<file path="config.mk">
export PLATFORM = sky130hd
export DESIGN_NAME = x_mem_arb
export DESIGN_NICKNAME = d
export VERILOG_FILES = /design/src/rtl/x_mem_arb_pkg.sv /design/src/rtl/x_sat_cnt.sv /design/src/rtl/x_mem_arb.sv
export SDC_FILE = /design/constraint.sdc
export NUM_CORES = 1
export LEC_CHECK = 0
export BUFFER_PORTS_ARGS = -buffer_cell sky130_fd_sc_hd__buf_2
export CELL_PAD_IN_SITES_DETAIL_PLACEMENT = 1
export CELL_PAD_IN_SITES_GLOBAL_PLACEMENT = 2
export CORE_MARGIN = 1.5
export CORE_UTILIZATION = 16
export DETAILED_ROUTE_END_ITERATION = 12
export GPL_TIMING_DRIVEN = 0
export PLACE_DENSITY = 0.8
export SYNTH_ARGS = -nofsm -noshare
export SYNTH_HDL_FRONTEND = slang
export SYNTH_SLANG_ARGS = --single-unit
</file>
<file path="constraint.sdc">
create_clock -name i_clk -period 2.4 [get_ports i_clk]
set_clock_uncertainty 0.2 [all_clocks]
set_input_delay 0 -clock i_clk [delete_from_list [all_inputs] [get_ports i_clk]]
set_output_delay 0 -clock i_clk [all_outputs]
set_load 0.02 [all_outputs]
</file>
<file path="src/rtl/x_mem_arb_pkg.sv">
// Shared types and constants for the two-requester memory arbiter.
package x_mem_arb_pkg;

  // Default width of the per-requester accept counters.
  localparam int unsigned CntWDefault = 16;

  // Arbiter state: idle, or granted to requester 0 or 1.
  typedef enum logic [1:0] {
    IDLE = 2'd0,
    GNT0 = 2'd1,
    GNT1 = 2'd2
  } arb_sm_t;

  // Grant state for a requester index.
  function automatic arb_sm_t gnt_of(input logic sel);
    return sel ? GNT1 : GNT0;
  endfunction

endpackage

</file>
<file path="src/rtl/x_sat_cnt.sv">
// Saturating up-counter with synchronous clear; clear beats increment.
module x_sat_cnt #(
  parameter int unsigned W = 16
) (
  input  logic         i_clk,
  input  logic         i_nrst,
  input  logic         clr_i,
  input  logic         inc_i,
  output logic [W-1:0] cnt_o
);

  logic [W-1:0] cnt_d, cnt_q;

  // Next count: clear, else increment unless already at all-ones.
  always_comb begin
    cnt_d = cnt_q;
    if (clr_i) begin
      cnt_d = '0;
    end else if (inc_i && (cnt_q != {W{1'b1}})) begin
      cnt_d = cnt_q + W'(1);
    end
  end

  // Count register.
  always_ff @(posedge i_clk or negedge i_nrst) begin
    if (!i_nrst) begin
      cnt_q <= '0;
    end else begin
      cnt_q <= cnt_d;
    end
  end

  assign cnt_o = cnt_q;

endmodule

</file>
<file path="src/rtl/x_mem_arb.sv">
// Two-requester memory arbiter with alternating priority and zero-bubble
// handover. Request fields pass through combinationally from the granted
// requester; only the grant state and priority pointer are registered.
module x_mem_arb
  import x_mem_arb_pkg::*;
#(
  parameter int unsigned CNT_W = CntWDefault
) (
  input  logic             i_clk,
  input  logic             i_nrst,
  input  logic             i_m0_valid,
  input  logic             i_m0_rnw,
  input  logic [31:0]      i_m0_addr,
  input  logic [31:0]      i_m0_data,
  output logic             o_m0_accept,
  output logic [31:0]      o_m0_data,
  input  logic             i_m1_valid,
  input  logic             i_m1_rnw,
  input  logic [31:0]      i_m1_addr,
  input  logic [31:0]      i_m1_data,
  output logic             o_m1_accept,
  output logic [31:0]      o_m1_data,
  output logic             o_valid,
  output logic             o_rnw,
  output logic [31:0]      o_addr,
  output logic [31:0]      o_data,
  input  logic             i_accept,
  input  logic [31:0]      i_data,
  input  logic             i_cnt_clr,
  output logic [CNT_W-1:0] o_m0_cnt,
  output logic [CNT_W-1:0] o_m1_cnt
);

  arb_sm_t state_d, state_q;
  logic    prio_d, prio_q;

  // Next grant and priority; withdrawal returns to IDLE without touching prio.
  always_comb begin
    state_d = state_q;
    prio_d  = prio_q;
    unique case (state_q)
      IDLE: begin
        if (i_m0_valid && i_m1_valid) begin
          state_d = gnt_of(prio_q);
        end else if (i_m0_valid) begin
          state_d = GNT0;
        end else if (i_m1_valid) begin
          state_d = GNT1;
        end
      end
      GNT0: begin
        if (!i_m0_valid) begin
          state_d = IDLE;
        end else if (i_accept) begin
          prio_d  = 1'b1;
          state_d = i_m1_valid ? GNT1 : IDLE;
        end
      end
      GNT1: begin
        if (!i_m1_valid) begin
          state_d = IDLE;
        end else if (i_accept) begin
          prio_d  = 1'b0;
          state_d = i_m0_valid ? GNT0 : IDLE;
        end
      end
      default: state_d = IDLE;
    endcase
  end

  // Grant state and priority pointer.
  always_ff @(posedge i_clk or negedge i_nrst) begin
    if (!i_nrst) begin
      state_q <= IDLE;
      prio_q  <= 1'b0;
    end else begin
      state_q <= state_d;
      prio_q  <= prio_d;
    end
  end

  // Route the granted requester downstream; accept only while it is still valid.
  always_comb begin
    o_valid     = 1'b0;
    o_rnw       = 1'b0;
    o_addr      = '0;
    o_data      = '0;
    o_m0_accept = 1'b0;
    o_m1_accept = 1'b0;
    unique case (state_q)
      GNT0: begin
        o_valid     = i_m0_valid;
        o_rnw       = i_m0_rnw;
        o_addr      = i_m0_addr;
        o_data      = i_m0_data;
        o_m0_accept = i_accept & i_m0_valid;
      end
      GNT1: begin
        o_valid     = i_m1_valid;
        o_rnw       = i_m1_rnw;
        o_addr      = i_m1_addr;
        o_data      = i_m1_data;
        o_m1_accept = i_accept & i_m1_valid;
      end
      default: ;
    endcase
  end

  // Read data is broadcast; each requester qualifies it with its own accept.
  assign o_m0_data = i_data;
  assign o_m1_data = i_data;

  x_sat_cnt #(
    .W (CNT_W)
  ) u_m0_cnt (
    .i_clk  (i_clk),
    .i_nrst (i_nrst),
    .clr_i  (i_cnt_clr),
    .inc_i  (o_m0_accept),
    .cnt_o  (o_m0_cnt)
  );

  x_sat_cnt #(
    .W (CNT_W)
  ) u_m1_cnt (
    .i_clk  (i_clk),
    .i_nrst (i_nrst),
    .clr_i  (i_cnt_clr),
    .inc_i  (o_m1_accept),
    .cnt_o  (o_m1_cnt)
  );

endmodule

</file>
==> results of run 1 <==
==> critical path: stages, from the launching register on <==
cell     delay [ps]
dfrtp_1         430
ha_1            230
nand3_1         170
nor4_4          350
buf_2           260
buf_2           250
o21ai_0         110
a21oi_1         150
==> stage by stage <==
step	hold slack [ps]	setup slack (ps)
6_report	17.15	160.8
5_1_grt	21.70	0.2502
4_1_cts	18.05	1.704
3_5_place_dp	-16.00	-204.6
3_3_place_gp	-28.17	-222.6
2_1_floorplan	-495.6	113.4
==> report_power, final <==
part | switching, mW | internal, mW
Clock | 0.248 | 0.384
Sequential | 0.0258 | 0.618
Combinational | 1.70 | 1.16
Total | 1.97 | 2.16
==> metal layers <==
| metal | GRT usage | part of all wire |
|---|---|---|
| met1 | 0.1543 | 0.41 |
| met2 | 0.2434 | 0.53 |
| met3 | 0.02048 | 0.057 |
| met4 | 0.01505 | 0.0070 |
| met5 | 0 | 0 |
==> sequential cells by signal, indices dropped and copies added (netlist names) <==
name / flops
state_q: 2
prio_q: 1
u_m0_cnt.cnt_o: 16
u_m1_cnt.cnt_o: 16
==> kinds of logic after synthesis <==
group | synth area share
compound gates | 0.2521
fa+ha+maj | 0.02503
buf+inv | 0.1828
flops | 0.2504
mux | 0.01860
simple gates | 0.2711
==> layout make-up <==
type	count	area [um^2]
buffer	93	630.6
clock buffer	7	132.6
clock inverter	1	5.005
fill	2687	15540
inverter	11	41.29
multi-input combinational	296	2041
sequential	35	875.8
tap	275	344.1
timing repair buffer	312	1607
==> cells in the mapped netlist (6+ instances only) <==
master / count
nor2b_1: 69
a22oi_1: 66
nand4_1: 10
or4_1: 19
nor2_1: 8
nand2_1: 17
o31ai_1: 17
dfrtp_1: 35
clkbuf_1: 22
inv_1: 11
nand3_1: 12
ha_1: 7
o21ai_0: 6
buf_4: 64
a21oi_1: 22
==> path summary, 6_finish.rpt <==
kind	from	to	slack (ps)	cells past startpoint
hold reg to reg	u_m0_cnt.cnt_o[14]	u_m0_cnt.cnt_o[14]	320	1
min in group asynchronous	i_nrst	u_m0_cnt.cnt_o[12]	180	2
setup reg to reg	u_m0_cnt.cnt_o[0]	u_m0_cnt.cnt_o[7]	160	7
setup / recovery	u_m0_cnt.cnt_o[0]	u_m0_cnt.cnt_o[7]	160	7
hold / removal	i_data[1]	o_m1_data[1]	20	2
max in group asynchronous	i_nrst	prio_q	1280	2
==> timing repair <==
action / 4_1_cts / 5_1_grt
hold endpoints to repair: 42 / 0
gates resized for setup: 21 / 24
pin swaps: 1 / 3
hold buffers: 5 / 0
setup buffers: 3 / 5
setup endpoints to repair: 67 / 72
==> results.py, run 1 <==
metrics = {
    "finish": {
        "nets": 929,
        "area_delta_synth_final_pct": 62.27,
        "diodes": 0,
        "fin_util": 0.2675,
        "final_common_cell": "buf_2",
        "final_cell_mix": "buf_2, buf_4, nor2b_1, a22oi_1, dfrtp_1",
        "finalInstanceArea_um2": 5677,
        "layout.cells.non_filler": 1030,
        "drive_above_1_share": 0.5470,
    },
    "drt": {
        "first_pass_iters": 4,
        "routedWlPerCell_um": 15.76,
        "via_count": 4552,
        "ant_nets": 0,
        "vias_per_cell": 4.419,
        "drt-initial-drc-count": 78,
        "routed_wl_um": 16240,
        "drc_errors": 0,
    },
    "die": {
        "io_pins": 332,
        "die_x_um": 150.9,
        "die-area_um2": 22760,
        "start_util": 0.1649,
        "core-area_um2": 21220,
        "rows": 53,
        "die_h_um": 150.9,
    },
    "yosys": {
        "synth.cell_area_um2": 3498,
        "synth.avg_cell_area_um2": 8.024,
        "synth_area_leader_cell": "dfrtp_1",
        "syn_inst": 436,
        "synthFlopType": "dfrtp_1",
        "synth-async-reset-ratio": 1.000,
        "synth_edf_count": 0,
        "yosysWarnings": 0,
        "ys_top_cells_by_area": "dfrtp_1, a22oi_1, buf_4",
        "yosysSeqAreaShare": 0.2504,
        "syn_nets": 611,
        "synth_top_area_share": 0.2504,
        "yosysUniqueCellTypes": 36,
        "ys_seq_elements": 35,
    },
    "global_routing": {
        "grt_pass1_wl_um": 23360,
        "grtUsageTotal": 0.1282,
        "grt_pass1_vias": 4384,
        "antenna_found_initial": 0,
        "grt_overflow_total": 0,
        "grt_max_degree": 36,
    },
    "placed_design": {
        "place_hpwl_um": 13110,
        "gp_congestion": 0.7303,
        "place_inst": 1010,
        "placed_cell_area_um2": 5339,
        "io_buffers": 299,
    },
    "timing": {
        "setup_tns_ps": 0,
        "relSlewSlack": 0.4246,
        "fmax_mhz": 446.6,
        "worstMarginPinSlew_ps": 863.1,
        "finalCritPeriodShare": 0.9330,
        "setup_viol": 0,
        "hold_viol": 0,
        "grt_setup_unrepaired": "false",
        "fin_crit_ps": 2239,
        "slew_violations": 0,
    },
    "pwr": {
        "p_per_area_nw_per_um2": 728.6,
        "power.leakage_nw": 2.834,
        "total_power_mw": 4.136,
        "peakVddDrop_mv": 0.2744,
    },
    "clocking": {
        "worstSkewPairLatency_ps": 280,
        "clk_path_buf_depth": 2,
        "h-tree-depth": 2,
        "cts_tree": "yes",
        "clock-sinks": 35,
        "cts_buffers": 5,
        "clkTransAtPathRegs_ps": 60,
        "cts_root_buf": "clkbuf_16",
    },
    "worst_setup_path": {
        "cp.arrival_ps": 2230,
        "worstPathRequired_ps": 2390,
        "cp-end-kind": "flop",
        "startpoint_type": "flop",
        "crit_type": "flop to flop",
        "path_max_fanout": 10,
    },
    "run": {
        "cap_violations": 0,
    },
    "hold_path": {
        "worstHoldPathType": "input port to output pin",
    },
    "status": {
        "status": "complete, no violations",
    },
}
No activity file was read; power rests on OpenSTA's default activity.
==> run 2: changes to the inputs <==
PLACE_DENSITY = default   (was 0.8)
PLACE_DENSITY_LB_ADDON = 0.1   (was default)
clock period = 1.9 ns   (was 2.4 ns; I/O delays follow)
==> run 2 against run 1 <==
Against the previous run: routed wire length up 26%; sequential share of layout area down 4.1 points; the flow now finishes with violations (setup timing); combinational power up 140%; global-route usage up 3.7 points; highest routed layer is now met5; sequential power up 27%; first-iteration DRC count down 2.6%; largest power group unchanged; count of clock-buffer cells in the layout unchanged.
==> results.py, run 2 (same netlist as run 1, synthesis figures left out) <==
metrics = {
    "status": {
        "status": "complete, but fails checks",
        "violations": "setup timing",
    },
    "drt": {
        "routed_wl_um": 20430,
        "vias_per_cell": 4.528,
        "first_pass_iters": 4,
        "drc_errors": 0,
        "ant_nets": 0,
        "via_count": 4899,
        "routedWlPerCell_um": 18.88,
        "drt-initial-drc-count": 76,
    },
    "global_routing": {
        "grt_max_degree": 36,
        "antenna_found_initial": 8,
        "busiest_layer": "met2",
        "grt_overflow_total": 0,
        "grt.met2_usage": 0.3194,
        "grt_pass1_wl_um": 29280,
        "met1_usage": 0.1710,
        "grt_pass1_vias": 5286,
        "grtUsageMet3": 0.05633,
        "grtUsageTotal": 0.1649,
    },
    "worst_setup_path": {
        "worstPathRequired_ps": 1900,
        "reg2reg_slack_ps": -260,
        "path_max_fanout": 5,
        "worst_r2r_startpoint": "state_q[1]",
        "crit_type": "flop to flop",
        "cp.arrival_ps": 2160,
        "cp-end-kind": "flop",
        "startpoint_type": "flop",
        "critPathLaunch": "state_q[1]",
    },
    "pwr": {
        "p_per_area_nw_per_um2": 1074,
        "peakVddDrop_mv": 0.6422,
        "power.leakage_nw": 3.535,
        "combPwrFrac": 0.802,
        "p_switching_mw": 3.316,
        "p_int_mw": 5.094,
        "pwr-share-clk": 0.101,
        "swShare": 0.3943,
        "p_seq_frac": 0.098,
    },
    "clocking": {
        "clock-sinks": 35,
        "cts_tree": "yes",
        "clk_path_buf_depth": 2,
        "worstSkewPairLatency_ps": 280,
        "cts_root_buf": "clkbuf_16",
        "cts_buffers": 5,
        "h-tree-depth": 2,
        "clkTransAtPathRegs_ps": 60,
    },
    "finish": {
        "area_delta_synth_final_pct": 123.9,
        "final_cell_mix": "buf_2, buf_4, buf_6, a22oi_2, nor2b_4",
        "drive_above_1_share": 0.7861,
        "nets": 978,
        "final_common_cell": "buf_2",
        "fin_util": 0.3690,
    },
    "timing": {
        "worstMarginPinSlew_ps": 898.7,
        "slew_violations": 0,
        "setup_viol": 97,
        "finalCritPeriodShare": 1.135,
        "grt_setup_unrepaired": "true",
        "fin_ws_ps": -257.1,
        "fin_crit_ps": 2157,
        "hold_viol": 0,
        "fmax_mhz": 463.6,
        "relSlewSlack": 0.4009,
    },
    "placed_design": {
        "gp_congestion": 0.8086,
        "place_hpwl_um": 15060,
        "io_buffers": 299,
        "dp_slack_ps": -585.4,
    },
    "die": {
        "rows": 53,
        "die-area_um2": 22760,
        "io_pins": 332,
        "core-area_um2": 21220,
        "die_x_um": 150.9,
        "die_h_um": 150.9,
        "start_util": 0.1649,
    },
    "run": {
        "cap_violations": 0,
    },
    "hold_path": {
        "worstHoldPathType": "input port to output pin",
        "hp-start": "i_data[0]",
    },
}
[run 2: cell types whose count changed in the layout (fill, tap and decap cells not counted), moves of 10 or more]
cell,previous run,this run
dfrtp_2,0,12
clkbuf_16,5,17
nor2b_4,0,37
buf_6,1,66
a22oi_1,66,12
a22oi_2,0,54
buf_2,306,243
or4_4,2,12
nor2b_1,69,14
buf_4,72,103
dfrtp_1,35,23
nor2b_2,0,18
[run 2: what timing repair did]
item / 4_1_cts / 5_1_grt
hold buffers: 5 / 0
cloned: 6 / 7
buffers inserted: 32 / 18
resized for setup: 257 / 139
endpoints found under the hold margin: 41 / 0
setup endpoints to repair: 101 / 100
pin swaps: 52 / 22
[run 2: through the flow]
stage,power [mW],std cells,instance area [um^2],hold WS (ps),TNS [ps]
after floorplan,3.304,436,3671,-495.6,-3123
after global placement,4.490,1010,5512,-20.09,-30140
after detailed placement,4.518,1010,5512,-18.12,-32870
after CTS,7.252,1059,7036,19.15,-12980
after global routing,8.860,1081,7829,22.93,-19210
final,8.410,1082,7831,17.59,-10790
[run 2: metal layers]
metal,vias up,part of all wire
li1,2294,-
met1,2410,0.34
met2,164,0.57
met3,23,0.078
met4,8,0.013
met5,-,0.0023
[run 2: final timing paths]
path,end,depth (start not counted)
worst max-delay path,u_m0_cnt.cnt_o[13],6
worst max register to register,u_m0_cnt.cnt_o[13],6
min in group asynchronous,u_m1_cnt.cnt_o[11],2
worst min-delay path,o_m0_data[0],2
max in group asynchronous,u_m1_cnt.cnt_o[0],2
worst min register to register,prio_q,2
[run 2: area by class of cell]
| cell class | count | area, um^2 |
|---|---|---|
| Fill cell | 2511 | 13390 |
| Clock inverter | 1 | 5.005 |
| Timing Repair Buffer | 364 | 2585 |
| Buffer | 89 | 848.3 |
| Antenna cell | 3 | 7.507 |
| Sequential cell | 35 | 890.9 |
| Inverter | 11 | 46.29 |
| Clock buffer | 7 | 142.6 |
| Multi-Input combinational cell | 297 | 2962 |
| Tap cell | 275 | 344.1 |
[run 2: power groups by stage]
stage | clock network (mW) | logic (mW) | registers, mW
after floorplan | 0 | 2.48 | 0.827
after global placement | 0 | 3.66 | 0.831
after detailed placement | 0 | 3.69 | 0.829
after CTS | 0.888 | 5.54 | 0.821
after global routing | 0.916 | 7.12 | 0.824
final | 0.847 | 6.74 | 0.821
[run 2: worst max-delay path, cell delays in order, from the launching register on]
cell and delay, ps:
dfrtp_1 400, inv_2 80, ha_4 160, nand3_4 100
or4_4 540, or4_4 430, a21oi_2 160
